==> src/rtl/router_pkt_fifo.sv <==
// rtl/router_pkt_fifo.sv - packet-aware router output FIFO with header tagging and occupancy.
// Optional almost_full output enabled by defining ROUTER_FIFO_ALMOST_FULL_EN.
module router_pkt_fifo #(
  parameter int DATA_WIDTH = 8,
  parameter int DEPTH      = 16,
  parameter int ADDR_SIZE  = 4,
  parameter int AF_THRESH  = 14
) (
  input  logic                  clock,
  input  logic                  resetn,
  input  logic                  soft_reset,
  input  logic                  write_enb,
  input  logic                  read_enb,
  input  logic                  lfd_state,
  input  logic [DATA_WIDTH-1:0] data_in,
  output logic [DATA_WIDTH-1:0] data_out,
  output logic                  read_valid,
  output logic                  pkt_last,
  output logic                  pkt_err,
  output logic                  full,
  output logic                  empty,
  output logic [ADDR_SIZE:0]    occupancy,
  output logic                  almost_full
);

  localparam logic [ADDR_SIZE:0]    PTR_ONE = {{ADDR_SIZE{1'b0}}, 1'b1};
  localparam logic [DATA_WIDTH-2:0] CNT_ONE = {{(DATA_WIDTH-2){1'b0}}, 1'b1};
  localparam logic [ADDR_SIZE:0]    AF_LVL  = AF_THRESH[ADDR_SIZE:0];

  logic [DATA_WIDTH:0]   mem [DEPTH];
  logic [ADDR_SIZE:0]    wr_ptr, rd_ptr;
  logic [DATA_WIDTH-2:0] pkt_cnt;
  logic [DATA_WIDTH:0]   rd_word;
  logic                  wr_en, rd_en;

  assign empty     = (wr_ptr == rd_ptr);
  assign full      = (wr_ptr[ADDR_SIZE] != rd_ptr[ADDR_SIZE]) &&
                     (wr_ptr[ADDR_SIZE-1:0] == rd_ptr[ADDR_SIZE-1:0]);
  assign occupancy = wr_ptr - rd_ptr;

  // soft_reset discards any read or write presented in the same cycle
  assign wr_en   = write_enb && !full && !soft_reset;
  assign rd_en   = read_enb && !empty && !soft_reset;
  assign rd_word = mem[rd_ptr[ADDR_SIZE-1:0]];

`ifdef ROUTER_FIFO_ALMOST_FULL_EN
  assign almost_full = (occupancy >= AF_LVL);
`else
  logic unused_af;
  assign unused_af   = ^AF_LVL;
  assign almost_full = 1'b0;
`endif

  // Storage is deliberately left out of reset
  always_ff @(posedge clock) begin
    if (wr_en) mem[wr_ptr[ADDR_SIZE-1:0]] <= {lfd_state, data_in};
  end

  always_ff @(posedge clock or negedge resetn) begin
    if (!resetn) begin
      wr_ptr <= '0;
      rd_ptr <= '0;
    end else if (soft_reset) begin
      wr_ptr <= '0;
      rd_ptr <= '0;
    end else begin
      if (wr_en) wr_ptr <= wr_ptr + PTR_ONE;
      if (rd_en) rd_ptr <= rd_ptr + PTR_ONE;
    end
  end

  always_ff @(posedge clock or negedge resetn) begin
    if (!resetn) begin
      data_out   <= '0;
      pkt_cnt    <= '0;
      read_valid <= 1'b0;
      pkt_last   <= 1'b0;
      pkt_err    <= 1'b0;
    end else if (soft_reset) begin
      data_out   <= '0;
      pkt_cnt    <= '0;
      read_valid <= 1'b0;
      pkt_last   <= 1'b0;
      pkt_err    <= 1'b0;
    end else begin
      read_valid <= rd_en;
      pkt_last   <= 1'b0;
      pkt_err    <= 1'b0;
      if (rd_en) begin
        data_out <= rd_word[DATA_WIDTH-1:0];
        if (rd_word[DATA_WIDTH]) begin
          // header reload counts payload plus the trailing parity byte
          pkt_cnt <= {1'b0, rd_word[DATA_WIDTH-1:2]} + CNT_ONE;
          pkt_err <= (pkt_cnt != '0);
        end else if (pkt_cnt > CNT_ONE) begin
          pkt_cnt <= pkt_cnt - CNT_ONE;
        end else if (pkt_cnt == CNT_ONE) begin
          pkt_cnt  <= '0;
          pkt_last <= 1'b1;
        end
      end
    end
  end

endmodule

==> config.mk <==
export PLATFORM = sky130hd
export DESIGN_NAME = router_pkt_fifo
export DESIGN_NICKNAME = d
export VERILOG_FILES = /design/src/rtl/router_pkt_fifo.sv
export SDC_FILE = /design/constraint.sdc
export NUM_CORES = 1
export LEC_CHECK = 0
export BUFFER_PORTS_ARGS = -buffer_cell sky130_fd_sc_hd__clkbuf_2
export CAP_MARGIN = 20
export CORE_UTILIZATION = 56
export CTS_CLUSTER_DIAMETER = 150
export DETAILED_ROUTE_END_ITERATION = 16
export GPL_TIMING_DRIVEN = 1
export PLACE_DENSITY_LB_ADDON = 0.3
export SYNTH_ARGS = -nofsm -noshare
export SYNTH_HDL_FRONTEND = slang
export SYNTH_SLANG_ARGS = --single-unit
export TNS_END_PERCENT = 30
==> constraint.sdc <==
create_clock -name clock -period 3.7 [get_ports clock]
set_input_delay 0.555 -clock clock [delete_from_list [all_inputs] [get_ports clock]]
set_output_delay 0.555 -clock clock [all_outputs]
set_load 0.05 [all_outputs]
**Word level (Yosys, flattened, before mapping)**

Memory sizes are Yosys's and may differ from the RTL's.
Index checks and enable logic that the tools add are counted.

- Muxes and demuxes: 22
- Equal/unequal tests: 4
- Magnitude comparators: 1
- Reductions and logical operators: 13
- Add/subtract/negate cells: 5

Operators with widths:

| cell | count |
|---|---|
| 7-bit 2-to-1 mux | 5 |
| 5-bit 2-to-1 mux | 4 |
| 8-bit 2-to-1 mux | 2 |
| 1-bit 2-to-1 mux | 11 |
| 5-bit by 1-bit adder with 5-bit output, second input constant | 2 |
| 6-bit by 1-bit adder with 7-bit output, second input constant | 1 |
| 7-bit by 1-bit equality test with 1-bit output, second input constant | 1 |
| 7-bit by 1-bit > comparator with 1-bit output, second input constant | 1 |
| 7-bit nonzero test | 1 |
| 7-bit by 1-bit subtractor with 7-bit output, second input constant | 1 |
| 5-bit equality test | 1 |
| 1-bit logical AND | 5 |
| 5-bit subtractor | 1 |
| 4-bit equality test | 1 |
| 2-bit nonzero test | 2 |
| 4-bit nonzero test | 1 |
| 1-bit logical NOT | 3 |
| 2-bit AND reduction | 1 |
| 1-bit inequality test | 1 |

- Memories kept: 1
- Output and inout bits: 19
- Memory bits (writable): 144
- Input bits: 14
- Flip-flop bits (word level): 28

Memories:

| memory | words | bits a word | read ports | clocked after memory_dff | wr ports | line | RTL |
|---|---|---|---|---|---|---|---|
| mem | 16 | 9 | 1 | 0 | 1 | 30 | `logic [DATA_WIDTH:0] mem [DEPTH];` |

**Logic depth before layout (Yosys ltp)**

Gate-level depths: netlist of the first run.

- Word-level depth: 7
- Depth in mapped cells: 13
- Depth with buffers taken out: 10

**Least setup slack after synthesis of the first run**

OpenSTA, ideal clock, no wires.

- Kind: flip-flop to flip-flop
- From: reg rd_ptr[1]
- To: mem mem[0][0] in the netlist's numbering, enable pin
- Period minus slack after synthesis: 3.325 ns
- Stages on the path, launching flop included: 12
- Buffers on the path: 4
- Data arrival time: 2.939 ns
- Data required time: 3.313 ns
- Path slack: 0.375 ns
- Setup time: 0.387 ns
- Cell sequence: dfrtp_1 buf_2 buf_2 buf_2 buf_2 inv_1 ha_1 nand4_1 o21ai_0 nor2_1 nand2_1 nor3_1

- Cells in the longest elaborated chain, start to end: 7

RTL lines:

| what | line | RTL |
|---|---|---|
| from (decl) | 31 | `logic [ADDR_SIZE:0] wr_ptr, rd_ptr;` |
| from (signal assigned) | 68 | `if (rd_en) rd_ptr <= rd_ptr + PTR_ONE;` |
| 4-bit equality test | 38 | `(wr_ptr[ADDR_SIZE-1:0] == rd_ptr[ADDR_SIZE-1:0]);` |
| 1-bit logical AND | 37 | `assign full = (wr_ptr[ADDR_SIZE] != rd_ptr[ADDR_SIZE]) &&` |
| 1-bit logical NOT | 42 | `assign wr_en = write_enb && !full && !soft_reset;` |
| 1-bit logical AND (2 in a row) | 42 |  |
| 1-bit 2-to-1 mux | 56 | `if (wr_en) mem[wr_ptr[ADDR_SIZE-1:0]] <= {lfd_state, data_in};` |
| 1-bit 2-to-1 mux (not written as such) | 56 |  |
| to (decl) | 30 |  |

No other way between the ends.

**Final worst setup path of the first run**

- From: reg rd_ptr[0]
- To: reg pkt_cnt[4]

- Cells in the longest elaborated chain, start to end: 6

RTL lines:

| what | line | RTL |
|---|---|---|
| parallel branches: the longest is 6 deep, another holds memory 16 x 9 bit | -- |  |
| to (signal assigned) | 93 | `pkt_cnt <= {1'b0, rd_word[DATA_WIDTH-1:2]} + CNT_ONE;` |
| to (signal assigned) | 96 | `pkt_cnt <= pkt_cnt - CNT_ONE;` |
| to (decl) | 32 | `logic [DATA_WIDTH-2:0] pkt_cnt;` |

Several ways; the timed one is not identified. The select of a mux whose other input is x is not followed.
A chain may end at the register's enable or synchronous reset.

==> metrics.cfg, run 1 <==
[timing]
fin_setup_tns_ns=0
relSlewSlack_pct=26.82
fin_crit_ns=3.164
fmax_ghz=0.3160
slew_violations=0
worst_pin_slew_ns=1.094
min_period_over_period_pct=85.52
setup_viol=0
final-hold-violation-count=0
grt_setup_unrepaired=false
finClkSkew_ns=0.009908

[critical_path]
reg2reg_depth=10
crit_arrival_ns=3.47
crit_type=reg -> reg
start_kind=flop
path_cells=buf_4 -> mux4_2 -> nand2b_1 -> a21oi_1 -> inv_1 -> ha_1 -> o2111a_1 -> o21ai_1 -> xnor2_1 -> o221ai_2
crit_required_ns=4.00
startpoint=rd_ptr[0]
setup.worst_path.end=pkt_cnt[4]
r2r_start=rd_ptr[0]
crit_cells=10
crit_path_top_delay_cell=dfrtp_2
cp_num_buf_inv=2
critPathTopFamily=compound AO/OA/AOI/OAI gates
r2r_setup_slack_ns=0.54
critPathMaxStageDelay_ns=0.72
cp_max_fo=19
crit-reg2reg-capture=pkt_cnt[4]
worstSetupEndpointType=flop

[logic_synthesis]
yosys.cell_types.count=62
synthesis.area_um2=7538
synth-edff-count=144
synth-seq-cells=172
yosysWarnings=0
seq_area_frac_synth_pct=66.66
synth_ff_type=edfxtp_1
syn_nets=502
async_flop_share_pct=16.28
synth_cells=475
avgSynthCellArea_um2=15.87

[power]
vdd_drop_max_mv=0.3542
leakage_nw=2.903
power_density_nw_per_um2=584.8

[clock_network]
worstSkewPairLatency_ns=0.43
cts_tree=done
clock_tree.buffer_depth=2
clk_pin_slew_ns=0.07
htreeDepth=4
post_cts_buffers=0
cts_sinks=172
cts-root-buf=clkbuf_16
numCtsBuffers=17
cts_hold_buf=0
cts_resized=0

[floorplan]
ioPinCount=33
initial_core_util_pct=57.15
dieArea_um2=13930
die_x_um=118.0
dieHeight_um=118.0
placementRows=42
coreArea_um2=13190

[status]
status=finished, final reports clean

[layout]
final_cell_mix=edfxtp_1 (144), nand2_1 (36), nor2_1 (33)
fin_util_pct=64.13
syn_to_final_growth_pct=12.22
layout.cells.non_filler=709
final_common_cell=edfxtp_1
drive_above_1_share_pct=24.39
final_area_um2=8459
num-nets-final=547
n_antenna_cell=0

[detailed_routing]
vias=4193
drc=0
drt_iter0_markers=392
via_per_inst=5.914
wl_um=15460
dr_wl_met3_um=853
drtAntennaViolNets=0
wl_met1_um=6585
wl_met2_um=7660
wire_per_inst_um=21.80
first_pass_iters=5
top_layer_used=met4

[global_route]
antenna_found_initial=0
grt_max_degree=41
grt_pass1_vias=4319
grt_usage_pct=24.22
grt_pass1_wl_um=24240
gr-total-overflow=0

[placed_design]
portBuffers=31
placed_cells=677
dpl.hpwl_um=10410
gp_congestion=0.8524
placed_area_um2=7886

[job]
cap_violations=0

[hold_path]
hold_class=in -> async

-- final cells by class --
class	count	area (um2)
sequential	172	5026
fill	941	4731
multi-input combinational	264	2293
clock buffer	17	425.4
timing repair buffer	48	282.8
tap	176	220.2
clock inverter	15	147.6
inverter	17	63.81
-- power breakdown --
group          switching, W  leakage (nW)  internal (W)
registers         0.0000776          1.68       0.00216
logic              0.000625         0.948      0.000405
clock network      0.000791         0.276      0.000892
total               0.00149          2.90       0.00345
-- synthesized netlist by cell type (2+ instances only) --
| cell type | count | area, um2 |
|---|---|---|
| o22a_1 | 2 | 17.52 |
| nor4_1 | 3 | 18.77 |
| a22o_1 | 5 | 43.79 |
| xor2_1 | 4 | 35.03 |
| and2_1 | 2 | 12.51 |
| nor2b_1 | 8 | 50.05 |
| or4_4 | 2 | 22.52 |
| mux4_2 | 31 | 698.2 |
| dfrtp_1 | 28 | 700.7 |
| a21o_1 | 2 | 15.01 |
| nor3_1 | 8 | 40.04 |
| o21ai_0 | 7 | 35.03 |
| nand3_1 | 7 | 35.03 |
| a221oi_2 | 2 | 30.03 |
| edfxtp_1 | 144 | 4324 |
| or2_2 | 5 | 31.28 |
| nor2_1 | 33 | 123.9 |
| xnor2_1 | 12 | 105.1 |
| nand2_1 | 36 | 135.1 |
| buf_4 | 7 | 52.55 |
| o31ai_1 | 2 | 15.01 |
| or3_1 | 3 | 18.77 |
| clkbuf_1 | 6 | 22.52 |
| inv_1 | 15 | 56.30 |
| nand2b_1 | 7 | 43.79 |
| a211oi_1 | 2 | 15.01 |
| ha_1 | 12 | 150.1 |
| o21ai_1 | 2 | 10.01 |
| o211ai_1 | 2 | 15.01 |
| nand4_1 | 2 | 12.51 |
| buf_2 | 4 | 20.02 |
| buf_6 | 2 | 22.52 |
| mux2i_1 | 18 | 180.2 |
| a21oi_1 | 20 | 100.1 |
| a22oi_1 | 3 | 22.52 |
-- state kept, by name, indices dropped and copies added (netlist names) --
register    cells
pkt_last        1
pkt_err         1
data_out        8
mem           144
read_valid      1
rd_ptr          5
pkt_cnt         7
wr_ptr          5
-- through the flow --
step	setup WS, ns	power [W]	hold WS [ns]
final	0.5358	0.004947	0.1842
after global routing	0.3228	0.005133	0.2270
after CTS	0.5381	0.004967	0.1869
after detailed placement	0.5613	0.003300	0.5191
after global placement	0.6817	0.003276	0.4973
after floorplan	0.3747	0.003075	0.2594
-- worst min path at each step --
stage | from | end | slack [ns]
2_1_floorplan | resetn | data_out[0] | 0.26
3_3_place_gp | data_out[6] | data_out[6] | 0.50
3_5_place_dp | data_out[4] | data_out[4] | 0.52
4_1_cts | resetn | pkt_cnt[4] | 0.19
5_1_grt | resetn | wr_ptr[4] | 0.23
6_report | resetn | wr_ptr[4] | 0.18
-- routing by layer --
| layer | global-route usage, % | up-vias |
|---|---|---|
| li1 | - | 1917 |
| met1 | 32.15 | 2079 |
| met2 | 39.15 | 163 |
| met3 | 5.281 | 34 |
| met4 | 9.696 | 0 |
| met5 | 0 | - |
-- cell families after synthesis --
family	Yosys count	share of synthesized area, %
XOR/XNOR	16	1.859
other	1	0.04974
AO/OA/AOI/OAI	64	6.755
AND/OR/NAND/NOR	121	7.851
multiplexers	49	11.65
buffers and inverters	39	2.921
flip-flops	172	66.66
adder cells (fa/ha/maj)	13	2.257
No activity file was read; power rests on OpenSTA's default activity.
==> run 2: changes to the inputs <==
--- a/config.mk
+++ b/config.mk
@@ -7,7 +7,7 @@
 export LEC_CHECK = 0
 export BUFFER_PORTS_ARGS = -buffer_cell sky130_fd_sc_hd__clkbuf_2
 export CAP_MARGIN = 20
-export CORE_UTILIZATION = 56
+export CORE_UTILIZATION = 60
 export CTS_CLUSTER_DIAMETER = 150
 export DETAILED_ROUTE_END_ITERATION = 16
 export GPL_TIMING_DRIVEN = 1
==> metrics.cfg, run 2 (synthesis results as in run 1) <==
[placed_design]
placed_cells=678  ; +0.15%
place_ws_ns=0.6724  ; +0.1110 ns
portBuffers=31  ; unchanged
dpl.hpwl_um=10360  ; -0.40%
gp_congestion=0.8661  ; +1.6%

[critical_path]
r2r_start=rd_ptr[0]
crit-reg2reg-capture=pkt_cnt[4]
crit_type=reg -> out
reg2reg_depth=9  ; -1
crit_path_top_delay_cell=dfrtp_2
crit_required_ns=3.14  ; -0.86 ns
r2r_setup_slack_ns=0.67  ; +0.13 ns
cp_max_fo=17  ; -2
path_cells=ha_1 -> fa_1 -> inv_1 -> a21o_1 -> a21oi_1 -> xnor2_1 -> clkbuf_2
critPathMaxStageDelay_ns=0.71  ; about the same
worstSetupEndpointType=output port
crit_arrival_ns=2.48  ; -0.99 ns
start_kind=flop
startpoint=rd_ptr[0]

[layout]
final_cell_mix=edfxtp_1 (144), nand2_1 (36), nor2_1 (33)
n_antenna_cell=0  ; unchanged
final_common_cell=edfxtp_1
syn_to_final_growth_pct=12.40
layout.cells.non_filler=709  ; unchanged
drive_above_1_share_pct=24.40  ; about the same
largest_reg_flops=144  ; unchanged
num-nets-final=556  ; +1.6%

[timing]
fin_setup_tns_ns=0  ; unchanged
setup_viol=0  ; unchanged
finClkSkew_ns=0.008810  ; -0.001098 ns
min_period_over_period_pct=81.98  ; -3.5 points
relSlewSlack_pct=28.12  ; +1.3 points
fmax_ghz=0.3297  ; +4.3%
worst_pin_slew_ns=1.074  ; -0.01955 ns
grt_setup_unrepaired=false
fin_crit_ns=3.033  ; -0.1309 ns
final-hold-violation-count=0  ; unchanged
slew_violations=0  ; unchanged
final.setup.worst_slack_ns=0.6667  ; +0.1309 ns

[floorplan]
placementRows=40  ; -4.8%
initial_core_util_pct=62.24  ; +5.1 points
dieArea_um2=13020  ; -6.6%
dieHeight_um=114.1  ; -3.3%
ioPinCount=33  ; unchanged
coreArea_um2=12110  ; -8.2%
die_x_um=114.1  ; -3.3%

[detailed_routing]
drc=0  ; unchanged
wl_um=15550  ; +0.64%
first_pass_iters=5  ; unchanged
vias=4299  ; +2.5%
wire_per_inst_um=21.94  ; +0.64%
drtAntennaViolNets=0  ; unchanged
via_per_inst=6.063  ; +2.5%
drt_iter0_markers=397  ; +1.3%

[power]
power_frac_comb_pct=20.9  ; about the same
internal-power_w=0.003479  ; +0.74%
power_w=0.004859  ; -1.8%
power_frac_clock_pct=33.1  ; -0.9 points
p_sw_w=0.001380  ; -7.6%
vdd_drop_max_mv=0.3348  ; -5.5%
leakage_nw=2.927  ; +0.82%
power_frac_seq_pct=46.0  ; +0.8 points
power_density_nw_per_um2=573.5  ; -1.9%
power.share.switching_pct=28.41  ; -1.8 points

[global_route]
grt_use_met3_pct=6.776  ; +1.5 points
grt_pass1_vias=4329  ; +0.23%
grtUsageMet1_pct=35.76  ; +3.6 points
grt_util_met2_pct=42.02  ; +2.9 points
grt_usage_pct=26.85  ; +2.6 points
antenna_found_initial=0  ; unchanged
gr-total-overflow=0  ; unchanged
busiest_layer=met2
grt_max_degree=41  ; unchanged
grt_pass1_wl_um=24670  ; +1.8%

[job]
cap_violations=0  ; unchanged

[clock_network]
clk_pin_slew_ns=0.06  ; about the same
cts_hold_buf=0  ; unchanged
htreeDepth=4  ; unchanged
cts_tree=done
cts-root-buf=clkbuf_16
cts_resized=0  ; unchanged
numCtsBuffers=17  ; unchanged
worstSkewPairLatency_ns=0.43  ; about the same
post_cts_buffers=0  ; unchanged
clock_tree.buffer_depth=2  ; unchanged
cts_sinks=172  ; unchanged

[hold_path]
hold_class=in -> async

[status]
status=finished, final reports clean

==> run 2: cell types whose count changed in the layout (fill, tap and decap cells not counted), sizes merged <==
cell / before / now
buf: 17 / 26
bufinv: 0 / 1
clkbuf: 48 / 49
clkinv: 7 / 9
inv: 23 / 18
==> run 2: metrics by stage <==
step / utilization, % / hold slack (ns) / cell area, um2
global route: 69.96 / 0.2159 / 8473
global placement: 65.59 / 0.5049 / 7944
floorplan: - / 0.2594 / 7538
CTS: 69.96 / 0.1932 / 8473
finish: 69.96 / 0.1796 / 8473
detailed placement: 65.59 / 0.5128 / 7944
==> run 2: how the worst max path moves through the flow <==
stage | to | depth (start not counted) | slack (ns)
6_report | occupancy[4] | 7 | 0.67
5_1_grt | occupancy[4] | 7 | 0.43
4_1_cts | occupancy[4] | 7 | 0.63
3_5_place_dp | pkt_cnt[4] | 9 | 0.67
3_3_place_gp | pkt_cnt[4] | 9 | 0.67
2_1_floorplan | mem[0][0] | 11 | 0.37
==> run 2: per-layer routing <==
| layer | up-vias | wire length (um) |
|---|---|---|
| li1 | 1930 | - |
| met1 | 2166 | 6304 |
| met2 | 168 | 7743 |
| met3 | 35 | 995 |
| met4 | 0 | 510 |
| met5 | - | 0 |
==> run 2: final cells by class <==
class,instances,area [um2]
fill,804,3638
multi-input combinational,264,2293
tap,168,210.2
timing repair buffer,57,350.3
inverter,17,63.81
sequential,172,5026
clock buffer,18,429.2
clock inverter,13,100.1
==> run 2: power groups by stage <==
stage                     combinational, W  clock (W)  sequential [W]
after floorplan                   0.000776          0         0.00230
after global placement             0.00100          0         0.00227
after detailed placement           0.00101          0         0.00227
after CTS                          0.00102    0.00164         0.00223
after global routing               0.00110    0.00171         0.00225
final                              0.00101    0.00161         0.00223
==> run 2: worst max-delay path, delay by kind of cell, from the launching register on <==
family                     cells  cell delay (ns)
adders and majority gates      2             0.52
AOI/OAI and AO/OA              2             0.32
DFF                            1             0.71
xor gates and xnor gates       1             0.15
buffers and inverters          2             0.35
